==> src/rtl/kernel_sysid_checker_if.sv <==
// kernel_sysid_checker_if: Avalon-MM read-only link between the checker (master) and the system-ID slave.
interface kernel_sysid_checker_if;
  logic        avm_address;
  logic        avm_read;
  logic        avm_waitrequest;
  logic        avm_readdatavalid;
  logic [31:0] avm_readdata;
  modport master (output avm_address, avm_read, input avm_waitrequest, avm_readdatavalid, avm_readdata);
  modport slave (input avm_address, avm_read, output avm_waitrequest, avm_readdatavalid, avm_readdata);
endinterface

==> src/rtl/kernel_sysid_checker_read_port.sv <==
// kernel_sysid_read_port: one Avalon read at a time with a per-read timeout; go launches a new read.
module kernel_sysid_read_port #(
  parameter logic [15:0] TIMEOUT_CYCLES = 16'd255
) (
  input  logic        clock,
  input  logic        reset_n,
  input  logic        go,
  input  logic        addr,
  kernel_sysid_checker_if.master avm,
  output logic [31:0] data,
  output logic        valid,
  output logic        accepted,
  output logic        timed_out
);
  logic        active_q, rd_q, addr_q;
  logic [15:0] cnt_q;
  assign avm.avm_read    = rd_q;
  assign avm.avm_address = addr_q;
  assign data      = avm.avm_readdata;
  assign valid     = active_q & avm.avm_readdatavalid;
  assign accepted  = rd_q & ~avm.avm_waitrequest;
  // data arriving on the last allowed cycle beats the timeout
  assign timed_out = active_q & ~valid & (cnt_q == TIMEOUT_CYCLES - 16'd1);
  always_ff @(posedge clock or negedge reset_n)
    if (!reset_n) begin
      active_q <= 1'b0;
      rd_q     <= 1'b0;
      addr_q   <= 1'b0;
      cnt_q    <= '0;
    end else if (go) begin
      active_q <= 1'b1;
      rd_q     <= 1'b1;
      addr_q   <= addr;
      cnt_q    <= '0;
    end else begin
      active_q <= active_q & ~valid & ~timed_out;
      rd_q     <= rd_q & ~accepted & ~valid & ~timed_out;
      cnt_q    <= active_q ? cnt_q + 16'd1 : cnt_q;
    end
endmodule

==> src/flat_wrapper.sv <==
// flat-port wrapper written by rule: the top's interface ports become plain ports
module kernel_sysid_read_port_flat 
#(
  parameter logic [15:0] TIMEOUT_CYCLES = 16'd255
)
  (clock, reset_n, go, addr, data, valid, accepted, timed_out, avm_avm_address, avm_avm_read, avm_avm_waitrequest, avm_avm_readdatavalid, avm_avm_readdata);
  kernel_sysid_checker_if avm_i ();
  input  logic clock;
  input  logic reset_n;
  input  logic go;
  input  logic addr;
  output logic [31:0] data;
  output logic valid;
  output logic accepted;
  output logic timed_out;
  output wire logic [$bits(avm_i.avm_address)-1:0] avm_avm_address;
  output wire logic [$bits(avm_i.avm_read)-1:0] avm_avm_read;
  input wire logic [$bits(avm_i.avm_waitrequest)-1:0] avm_avm_waitrequest;
  input wire logic [$bits(avm_i.avm_readdatavalid)-1:0] avm_avm_readdatavalid;
  input wire logic [$bits(avm_i.avm_readdata)-1:0] avm_avm_readdata;
  assign avm_avm_address = avm_i.avm_address;
  assign avm_avm_read = avm_i.avm_read;
  assign avm_i.avm_waitrequest = avm_avm_waitrequest;
  assign avm_i.avm_readdatavalid = avm_avm_readdatavalid;
  assign avm_i.avm_readdata = avm_avm_readdata;
  kernel_sysid_read_port #(.TIMEOUT_CYCLES(TIMEOUT_CYCLES)) u_core (.clock(clock), .reset_n(reset_n), .go(go), .addr(addr), .avm(avm_i), .data(data), .valid(valid), .accepted(accepted), .timed_out(timed_out));
endmodule
==> config.mk <==
export PLATFORM = sky130hd
export DESIGN_NAME = kernel_sysid_read_port_flat
export DESIGN_NICKNAME = d
export VERILOG_FILES = /design/src/rtl/kernel_sysid_checker_if.sv /design/src/rtl/kernel_sysid_checker_read_port.sv /design/src/flat_wrapper.sv
export SDC_FILE = /design/constraint.sdc
export NUM_CORES = 1
export LEC_CHECK = 0
export BUFFER_PORTS_ARGS = -buffer_cell sky130_fd_sc_hd__buf_4
export CORE_ASPECT_RATIO = 1.2
export CORE_MARGIN = 4
export CORE_UTILIZATION = 43
export DETAILED_ROUTE_END_ITERATION = 10
export PLACE_DENSITY = 0.81
export RECOVER_POWER = 100
export SLEW_MARGIN = 20
export SYNTH_ARGS = -nofsm -noshare
export SYNTH_HDL_FRONTEND = slang
export SYNTH_SLANG_ARGS = --single-unit
==> constraint.sdc <==
create_clock -name clock -period 1.8 [get_ports clock]
set_clock_uncertainty 0.2 [all_clocks]
set_input_delay 0.09 -clock clock [delete_from_list [all_inputs] [get_ports clock]]
set_output_delay 0.09 -clock clock [all_outputs]
set_load 0.005 [all_outputs]
After elaboration in Yosys (flattened, before gate mapping)
Index checks and enable logic that the tools add are counted.
Widths: inputs -> output; s select.
{ "totals": {"inputBits": 38, "output_inout_bits": 37, "elab_cells": 23, "reg_bits": 19} }
{ "classes": {"bitwise_logic": 12, "reduce_logical": 1, "muxes": 4, "n_eq_ne": 1, "n_addsub": 1} }
{ "ops": {"columns": ["cell", "count"], "rows": [
  ["$mux 16", 2],
  ["$add 16x1->16 const B", 1],
  ["$eq 16x8->1 const B", 1],
  ["$and 1x1->1", 8],
  ["$not 1->1", 4],
  ["$mux 1", 2],
  ["$reduce_bool 2->1", 1]
]} }

Depth between registers and ports, before layout
Gate-level depths: netlist of the first run.
{ "depth": {"ltp_word": 7, "depth_mapped": 6, "mapped_depth_nobuf": 6} }

Least setup slack after synthesis of the first run
OpenSTA, ideal clock, no wires.
{ "synth_timing": {"path_type": "flip-flop to flip-flop", "start": "register u_core.cnt_q[5]", "end": "register u_core.cnt_q[15]", "synth_period_minus_slack_ps": 1701, "path_buffers": 0, "arrival_time_ps": 1423, "path_slack_ps": 99, "required_time_ps": 1523, "stages_incl_launch_ff": 5, "setup_ps": 77, "path_cell_list": "dfrtp_1 > nand4_4 > or3_1 > or3_1 > a21oi_1"} }
{ "synth_via": {"elab_chain_cells": 3} }
{ "synth_rtl": {"columns": ["item", "line_no", "text"], "rows": [
  ["start: declaration", "kernel_sysid_checker_read_port.sv:16", "logic [15:0] cnt_q;"],
  ["start signal: assignment", "kernel_sysid_checker_read_port.sv:38", "cnt_q <= active_q ? cnt_q + 16'd1 : cnt_q;"],
  ["$add 16x1->16", "kernel_sysid_checker_read_port.sv:38", null],
  ["$mux 16", "kernel_sysid_checker_read_port.sv:38", null],
  ["$mux 16", "kernel_sysid_checker_read_port.sv:30", "end else if (go) begin"]
]} }
No other way between the ends. The select of a mux whose other input is x is not followed.
A chain may end at the register's enable or synchronous reset.

Worst setup path after layout of the first run
{ "layout_timing": {"start": "register u_core.cnt_q[6]", "end": "output timed_out"} }
{ "layout_via": {"elab_chain_cells": 2} }
{ "layout_rtl": {"columns": ["item", "line_no", "text"], "rows": [
  ["$eq 16x8->1", "kernel_sysid_checker_read_port.sv:23", "assign timed_out = active_q & ~valid & (cnt_q == TIMEOUT_CYCLES - 16'd1);"],
  ["$and 1x1->1", "kernel_sysid_checker_read_port.sv:23", null],
  ["end: declaration", "flat_wrapper.sv:15", "output logic timed_out;"]
]} }
No other way between the ends.

==> flow_summary.yaml, run 1 <==
synth:
  syn-cell-area_um2: 1240
  synth_top_area_share_pct: 38.3
  ys_warn_count: 0
  synth_area_per_cell_um2: 9.12
  synth_nets: 176
  yosysSeqAreaShare_pct: 38.3
  yosys.area.top_type: "dfrtp_1"
  syn_inst: 136
  yosys-top-cells-area: "dfrtp_1 (38%), buf_4 (19%), xnor2_1 (6.4%), nor2_1 (4.5%), nor4_1 (2.5%)"
  synth.ff_latch_count: 19
  synthDistinctLibCells: 29
floorplanning:
  core_area_um2: 2790
  initial_core_util_pct: 44.5
  fp-row-count: 21
  dieArea_um2: 3810
  fp.dieH_um: 66.8
  die_x_um: 57.0
  io_pins: 75
run_status:
  status: "complete, but fails checks"
  failed_checks: "negative setup slack"
drt:
  vias_per_cell: 5.32
  route.vias.total: 1032
  detail-route-antenna-nets: 0
  avgRoutedWirePerCell_um: 15.7
  drt_iter0_drc: 42
  drc: 0
  wl_mm: 3.05
  dr.pass1.iters: 4
power_and_ir_drop:
  total_power_mw: 0.835
  peakVddDrop_v: 0.000409
  p_leak_nw: 0.636
  pwr_density_cell_nw_per_um2: 523
finish:
  final_common_cell: "dlygate4sd3_1"
  n_antenna_cell: 0
  drive_above_1_share_pct: 20.0
  nets: 201
  fin_util_pct: 57.3
  area_delta_synth_final_pct: 28.8
  num-fill-cells: 258
  layout_common_cells: "dlygate4sd3_1 (38), dfrtp_1 (17), nor2_1 (15)"
global_route:
  grt_max_degree: 20
  grt_pass1_vias: 1065
  grt_overflow: 0
  grt_pass1_wl_mm: 4.63
  grt_usage_pct: 15.6
  antenna_found_initial: 0
clocking:
  clock_path_buffers: 2
  clock-root-buffer: "clkbuf_4"
  cts_tree: "built"
  clk_pin_slew_ps: 110
  cts.htree.levels: 1
  clkLatencyLatePin_ps: 310
  numCtsBuffers: 3
  cts_sinks: 19
setup_path:
  cp_top_family: "simple AND/OR/NAND/NOR gates"
  path_class: "reg2out"
  r2r-start: "u_core.cnt_q[0]"
  crit_fanout: 4
  slowest_stage: "dfrtp_1"
  start_kind: "register"
  crit-reg2reg-capture: "u_core.cnt_q[14]"
  crit_buf_inv: 1
  r2r_slack_ps: -80
  cp_slowest_stage_delay_ps: 450
  arrival_ps: 1660
  crit_chain: "nand4_4 -> nor4_2 -> nand3_1 -> nor3b_2 -> buf_4"
  crit_path_end_kind: "output pin"
  worstRegToRegCells: 6
  cp.depth: 5
  critPathRequiredTime_ps: 1510
timing:
  min_period_ps: 1950
  hold_viol_final: 0
  slew_viol_final: 0
  fin_ws_ps: -147
  worst_pin_slew_ps: 1040
  post-route-period-util_pct: 108
  max_freq_mhz: 514
  report.final.setup_viol: 4
  tns_ps: -378
  grt_setup_unrepaired: "true"
  slew_headroom_pct: 30.4
placement:
  gp_congestion: 0.851
  place_ws_ps: 56.2
  port_buffers: 10
  dp.final_hpwl_mm: 1.51
worst_hold_path:
  min-delay-start: "go"
  hold_path_depth: 4
  whs_endpoint: "u_core.cnt_q[6]"
  hold_class: "in2reg"
job:
  drv_cap: 0
-- registers in the layout, summed over array words and instances (netlist names) --
signal                  cells
u_core.cnt_q               16
u_core.active_q             1
u_core.avm.avm_address      1
u_core.avm.avm_read         1
-- power breakdown --
group | total (mW) | leakage (nW) | switching, mW | internal [mW]
Combinational | 0.155 | 0.367 | 0.0667 | 0.0880
Sequential | 0.452 | 0.251 | 0.0126 | 0.439
Clock | 0.229 | 0.0177 | 0.145 | 0.0832
Total | 0.835 | 0.636 | 0.225 | 0.611
-- kinds of logic (layout without fill, tap and decap cells) --
group / after synthesis / after routing / share of synthesized area [%]
AO/OA/AOI/OAI: 11 / 11 / 5.55
flip-flops: 19 / 19 / 38.3
XOR/XNOR: 11 / 11 / 7.77
adder cells (fa/ha/maj): 2 / 2 / 2.02
AND/OR/NAND/NOR: 52 / 52 / 22.4
buffers and inverters: 39 / 63 / 22.1
multiplexers: 2 / 2 / 1.82
-- cell type report --
type                            count  area (um2)  share of cell area, %
Clock inverter                      1        5.00                  0.313
Multi-Input combinational cell     78         546                   34.2
Inverter                            4        15.0                  0.940
Tap cell                           34        42.5                   2.66
Clock buffer                        3        22.5                   1.41
Timing Repair Buffer               55         488                   30.6
Sequential cell                    19         478                   29.9
-- worst max path at each step --
| stage | startpoint | to |
|---|---|---|
| floorplan | u_core.cnt_q[5] | u_core.cnt_q[15] |
| global placement | u_core.cnt_q[5] | u_core.cnt_q[15] |
| detailed placement | u_core.cnt_q[5] | u_core.cnt_q[15] |
| CTS | u_core.cnt_q[0] | timed_out |
| global route | u_core.cnt_q[1] | timed_out |
| finish | u_core.cnt_q[6] | timed_out |
-- metal layers --
layer / global-route usage (%) / up-vias / wire length, um
met5: 0 / - / 0
met2: 29.3 / 57 / 1720
met4: 8.12 / 0 / 69
met1: 16.9 / 492 / 1080
li1: - / 476 / -
met3: 1.94 / 7 / 179
-- cells in the mapped netlist, drive strengths merged --
master / instances
buf: 33
dfrtp: 19
nor2: 15
xnor2: 9
nand2: 7
nor3: 6
nand4: 5
nor4: 5
inv: 4
nand3: 4
o21ai: 4
or3: 4
a21oi: 3
clkbuf: 2
ha: 2
mux2: 2
nor2b: 2
xor2: 2
a211o: 1
a211oi: 1
a31o: 1
and2: 1
and4: 1
nand2b: 1
nor3b: 1
o2111ai: 1
-- worst min-delay path: cells and delay by family --
| family | cells | cell delay [ps] |
|---|---|---|
| buffers and inverters | 1 | 150 |
| and+or+nand+nor | 1 | 110 |
| AOI/OAI and AO/OA | 2 | 350 |
-- stage by stage --
step	cell area (um2)	hold slack, ps	instances
CTS	1580	215	195
finish	1600	222	194
detailed placement	1130	-220	149
floorplan	1240	-406	136
global placement	1130	-228	149
global route	1600	257	194
-- timing repair --
| item | 4_1_cts | 5_1_grt |
|---|---|---|
| pin swaps | 1 | 0 |
| hold buffers | 39 | 0 |
| buffers inserted | 3 | 0 |
| cloned | 0 | 0 |
| endpoints found under the hold margin | 69 | 0 |
| resized for setup | 2 | 9 |
| setup endpoints to repair | 1 | 28 |
(Power assumes the default switching activity.)
==> inputs of run 2 (changes only) <==
Settings changed: BUFFER_PORTS_ARGS -buffer_cell sky130_fd_sc_hd__buf_4 to -buffer_cell sky130_fd_sc_hd__buf_2, REMOVE_ABC_BUFFERS from default to 1.
==> flow_summary.yaml, run 2 (synthesis results as in run 1) <==
run_status:
  status: "complete, but fails checks"
  failed_checks: "negative setup slack"
finish:
  design_area_um2: 1650
  num-fill-cells: 237
  nets: 205
  layout_common_cells: "dlygate4sd3_1 (36), dfrtp_1 (17), nor2_1 (15)"
  multi_input_area_um2: 584
  fin_util_pct: 59.1
  final_common_cell: "dlygate4sd3_1"
  seq_area_um2: 478
  regMostFlops: "u_core.cnt_q"
  n_antenna_cell: 0
  drive_above_1_share_pct: 23.2
  stdcell_count: 198
  area_delta_synth_final_pct: 32.7
  largest_reg_flops: 16
timing:
  report.final.setup_viol: 4
  tns_ps: -511
  post-route-period-util_pct: 111
  slew_viol_final: 0
  worst_pin_slew_ps: 1040
  hold_viol_final: 0
  max_freq_mhz: 498
  min_period_ps: 2010
  fin_hold_ws_ps: 49.0
  fin_ws_ps: -207
  slew_headroom_pct: 30.5
  grt_setup_unrepaired: "true"
setup_path:
  start_kind: "register"
  crit_buf_inv: 2
  crit-reg2reg-capture: "u_core.cnt_q[13]"
  crit_fanout: 2
  cp_slowest_stage_delay_ps: 400
  critPathRequiredTime_ps: 1510
  arrival_ps: 1720
  worstRegToRegCells: 5
  cp.depth: 7
  cp_top_family: "simple AND/OR/NAND/NOR gates"
  path_class: "reg2out"
  slowest_stage: "dfrtp_1"
  crit_chain: "inv_1 -> ha_2 -> nand2b_4 -> nor4_4 -> nand3_2 -> nor3b_2 -> buf_2"
  r2r-start: "u_core.active_q"
  r2r_slack_ps: -110
  crit_path_end_kind: "output pin"
global_route:
  grt_usage_pct: 25.7
  grt_pass1_vias: 1233
  antenna_found_initial: 0
  grt_pass1_wl_mm: 7.25
  grt_max_degree: 21
  grt_overflow: 0
clocking:
  cts_tree: "built"
  clk_pin_slew_ps: 120
  numCtsBuffers: 3
  cts_sinks: 19
  clock-root-buffer: "clkbuf_4"
  clock_path_buffers: 2
  clkLatencyLatePin_ps: 320
  cts.htree.levels: 1
placement:
  port_buffers: 10
  placedInstanceArea_um2: 1110
  place_ws_ps: 21.1
  dp.final_hpwl_mm: 2.53
  dp_cells: 150
  gp_congestion: 0.790
power_and_ir_drop:
  p_leak_nw: 0.646
  peakVddDrop_v: 0.000647
  total_power_mw: 0.880
  pwr_density_cell_nw_per_um2: 535
floorplanning:
  initial_core_util_pct: 44.5
  die_x_um: 57.0
  io_pins: 75
  core_area_um2: 2790
  fp.dieH_um: 66.8
  dieArea_um2: 3810
  fp-row-count: 21
drt:
  drc: 0
  drt_iter0_drc: 47
  detail-route-antenna-nets: 0
  wl_mm: 5.01
  avgRoutedWirePerCell_um: 25.3
  route.vias.total: 1175
  dr.pass1.iters: 4
  vias_per_cell: 5.93
worst_hold_path:
  hold_path_depth: 3
  hold_class: "in2reg"
  whs_endpoint: "u_core.cnt_q[15]"
  min-delay-start: "go"
job:
  drv_cap: 0
-- run 2: cell count changes in the layout (fill, tap and decap cells not counted), moves of 2 or more --
cell	previous run	this run
nor4_1	2	4
buf_2	1	6
ha_1	2	0
nor4_2	3	0
dlygate4sd3_1	38	36
clkbuf_1	4	7
nand3_1	4	2
clkbuf_4	5	3
-- run 2: routing by layer --
layer / GRT usage (%) / routed length, um / up-vias
met5: 0 / 0 / -
met4: 13.6 / 257 / 0
met3: 6.40 / 351 / 25
met2: 44.7 / 2570 / 81
met1: 28.6 / 1830 / 587
li1: - / - / 482
-- run 2: how the worst max path moves through the flow --
stage	from	endpoint	slack, ps
3_3_place_gp	u_core.cnt_q[5]	u_core.cnt_q[15]	110
2_1_floorplan	u_core.active_q	u_core.cnt_q[15]	20
6_report	u_core.cnt_q[0]	timed_out	-210
5_1_grt	u_core.cnt_q[0]	timed_out	-270
4_1_cts	u_core.cnt_q[0]	timed_out	-110
3_5_place_dp	u_core.cnt_q[0]	u_core.cnt_q[14]	20
-- run 2: timing repair --
item,4_1_cts,5_1_grt
pin swaps,2,4
setup endpoints to repair,2,11
hold endpoints to repair,54,0
buffers inserted,5,4
hold buffers,36,0
gates resized for setup,3,20
-- run 2: power by group --
| group | switching (mW) | internal (mW) |
|---|---|---|
| logic | 0.0917 | 0.0980 |
| registers | 0.0133 | 0.439 |
| clock network | 0.151 | 0.0867 |
| total | 0.255 | 0.624 |
-- run 2: area by class of cell --
cell class	instances	area share [%]
multi-input cells	78	35.5
repair buffers	59	30.3
flip-flops and latches	19	29.0
well taps	34	2.59
clock buffers	4	1.60
inverters	4	0.913
-- run 2: worst register-to-register path, delay by kind of cell, from the launching register on --
kind / cells / cell delay (ps)
AND/OR/NAND/NOR: 2 / 210
multiplexers: 1 / 330
buffers and inverters: 1 / 300
AO/OA/AOI/OAI: 1 / 320
flip-flops: 1 / 450
==> inputs of run 3 (changes only) <==
Settings changed: CORE_MARGIN 4 to 1.5.
==> flow_summary.yaml, run 3 (synthesis results as in run 1) <==
setup_path:
  arrival_ps: 1550
  crit_path_end_kind: "output pin"
  critPathRequiredTime_ps: 1510
  path_class: "reg2out"
  crit_fanout: 2
  start_kind: "register"
timing:
  slew_headroom_pct: 32.0
  worst_pin_slew_ps: 1020
  grt_setup_unrepaired: "true"
  hold_viol_final: 0
  slew_viol_final: 0
  fin_ws_ps: -41.8
  report.final.setup_viol: 1
  min_period_ps: 1840
  post-route-period-util_pct: 102
  max_freq_mhz: 543
floorplanning:
  core_area_um2: 2760
  initial_core_util_pct: 44.9
  io_pins: 75
  fp.dieH_um: 61.8
  dieArea_um2: 3220
  fp-row-count: 21
  die_x_um: 52.0
global_route:
  antenna_found_initial: 0
  grt_pass1_vias: 1092
  grt_max_degree: 20
  grt_overflow: 0
  grt_pass1_wl_mm: 5.52
  grt_usage_pct: 23.8
finish:
  nets: 202
  area_delta_synth_final_pct: 25.9
  design_area_um2: 1560
  num-fill-cells: 256
  largest_reg_flops: 16
  n_antenna_cell: 0
  regMostFlops: "u_core.cnt_q"
  layout_common_cells: "dlygate4sd3_1 (38), dfrtp_1 (16), nor2_1 (15)"
  final_common_cell: "dlygate4sd3_1"
  drive_above_1_share_pct: 16.8
clocking:
  clock-root-buffer: "clkbuf_4"
  cts_sinks: 19
  numCtsBuffers: 3
  clock_path_buffers: 2
  clkLatencyLatePin_ps: 300
  cts.htree.levels: 1
  clk_pin_slew_ps: 110
  cts_tree: "built"
worst_hold_path:
  hold_class: "in2async"
power_and_ir_drop:
  p_switching_mw: 0.214
  clkPwrFrac_pct: 25.9
  peakVddDrop_v: 0.000412
  comb_power_share_pct: 19.9
  swShare_pct: 25.7
  total_power_mw: 0.830
  seqPwrFrac_pct: 54.2
  internal_power_mw: 0.617
  p_leak_nw: 0.624
  pwr_density_cell_nw_per_um2: 532
drt:
  avgRoutedWirePerCell_um: 18.2
  dr.pass1.iters: 5
  detail-route-antenna-nets: 0
  route.vias.total: 1074
  drc: 0
  vias_per_cell: 5.51
  wl_mm: 3.55
  drt_iter0_drc: 24
run_status:
  failed_checks: "negative setup slack"
  status: "complete, but fails checks"
placement:
  dp.final_hpwl_mm: 2.47
  gp_congestion: 0.788
  placedInstanceArea_um2: 1110
  port_buffers: 10
job:
  drv_cap: 0
## run 3: cell count changes in the layout (fill, tap and decap cells not counted), moves of 2 or more
cell / delta
a21oi_1: +2
a21oi_2: -2
dlygate4sd3_1: +2
or3_4: -2
buf_4: -5
nand3_1: +2
## run 3: per-stage QoR
stage	utilization, %	std cells	setup WS [ps]	hold slack, ps	TNS [ps]
after CTS	56.5	195	-99.3	52.3	-99.3
after global placement	40.3	150	87.1	-155	0
after floorplan	-	101	24.9	-406	0
after global routing	56.6	195	-172	354	-337
after detailed placement	40.3	150	-12.0	-146	-12.0
final	56.6	195	-41.8	278	-41.8
## run 3: layer usage
metal / vias to the layer above / wire length (um) / GRT usage, %
met2: 59 / 1800 / 41.8
met5: - / 0 / 0
met3: 4 / 250 / 5.26
met1: 534 / 1470 / 29.2
li1: 477 / - / -
met4: 0 / 37 / 7.89
## run 3: critical path, cell delays in order (launching register included)
cell and delay (ps):
dfrtp_1 400, inv_1 60, ha_1 130, nand2b_1 60
nor4_2 130, nand3_1 140, nor3b_2 200, buf_2 140
## run 3: worst paths after layout
check	startpoint	endpoint	slack (ps)	cells after the start
worst max-delay path	u_core.cnt_q[0]	timed_out	-40	7
max in group asynchronous	reset_n	u_core.cnt_q[3]	430	2
worst min-delay path	reset_n	u_core.avm.avm_read	280	2
worst min register to register	u_core.avm.avm_address	u_core.avm.avm_address	320	1
min in group clock	u_core.avm.avm_address	u_core.avm.avm_address	320	1
worst max register to register	u_core.cnt_q[0]	u_core.cnt_q[14]	50	6
## run 3: cell type report
class / count / area (um2) / share of cell area [%]
multi-input combinational: 78 / 520 / 33.3
sequential: 19 / 479 / 30.7
timing repair buffer: 56 / 478 / 30.6
tap: 34 / 42.5 / 2.72
clock buffer: 4 / 26.3 / 1.68
inverter: 4 / 15.0 / 0.962
## run 3: timing repair
item,4_1_cts,5_1_grt
endpoints found under the hold margin,61,0
resized for setup,4,8
pin swaps,1,1
endpoints found under the setup margin,3,6
buffers inserted,3,0
hold buffers,38,0
## run 3: power groups by stage
stage / logic [mW] / clock network (mW) / registers [mW]
floorplan: 0.0285 / 0 / 0.462
global placement: 0.0654 / 0 / 0.461
detailed placement: 0.0680 / 0 / 0.463
CTS: 0.161 / 0.223 / 0.450
global route: 0.179 / 0.238 / 0.453
finish: 0.165 / 0.215 / 0.450
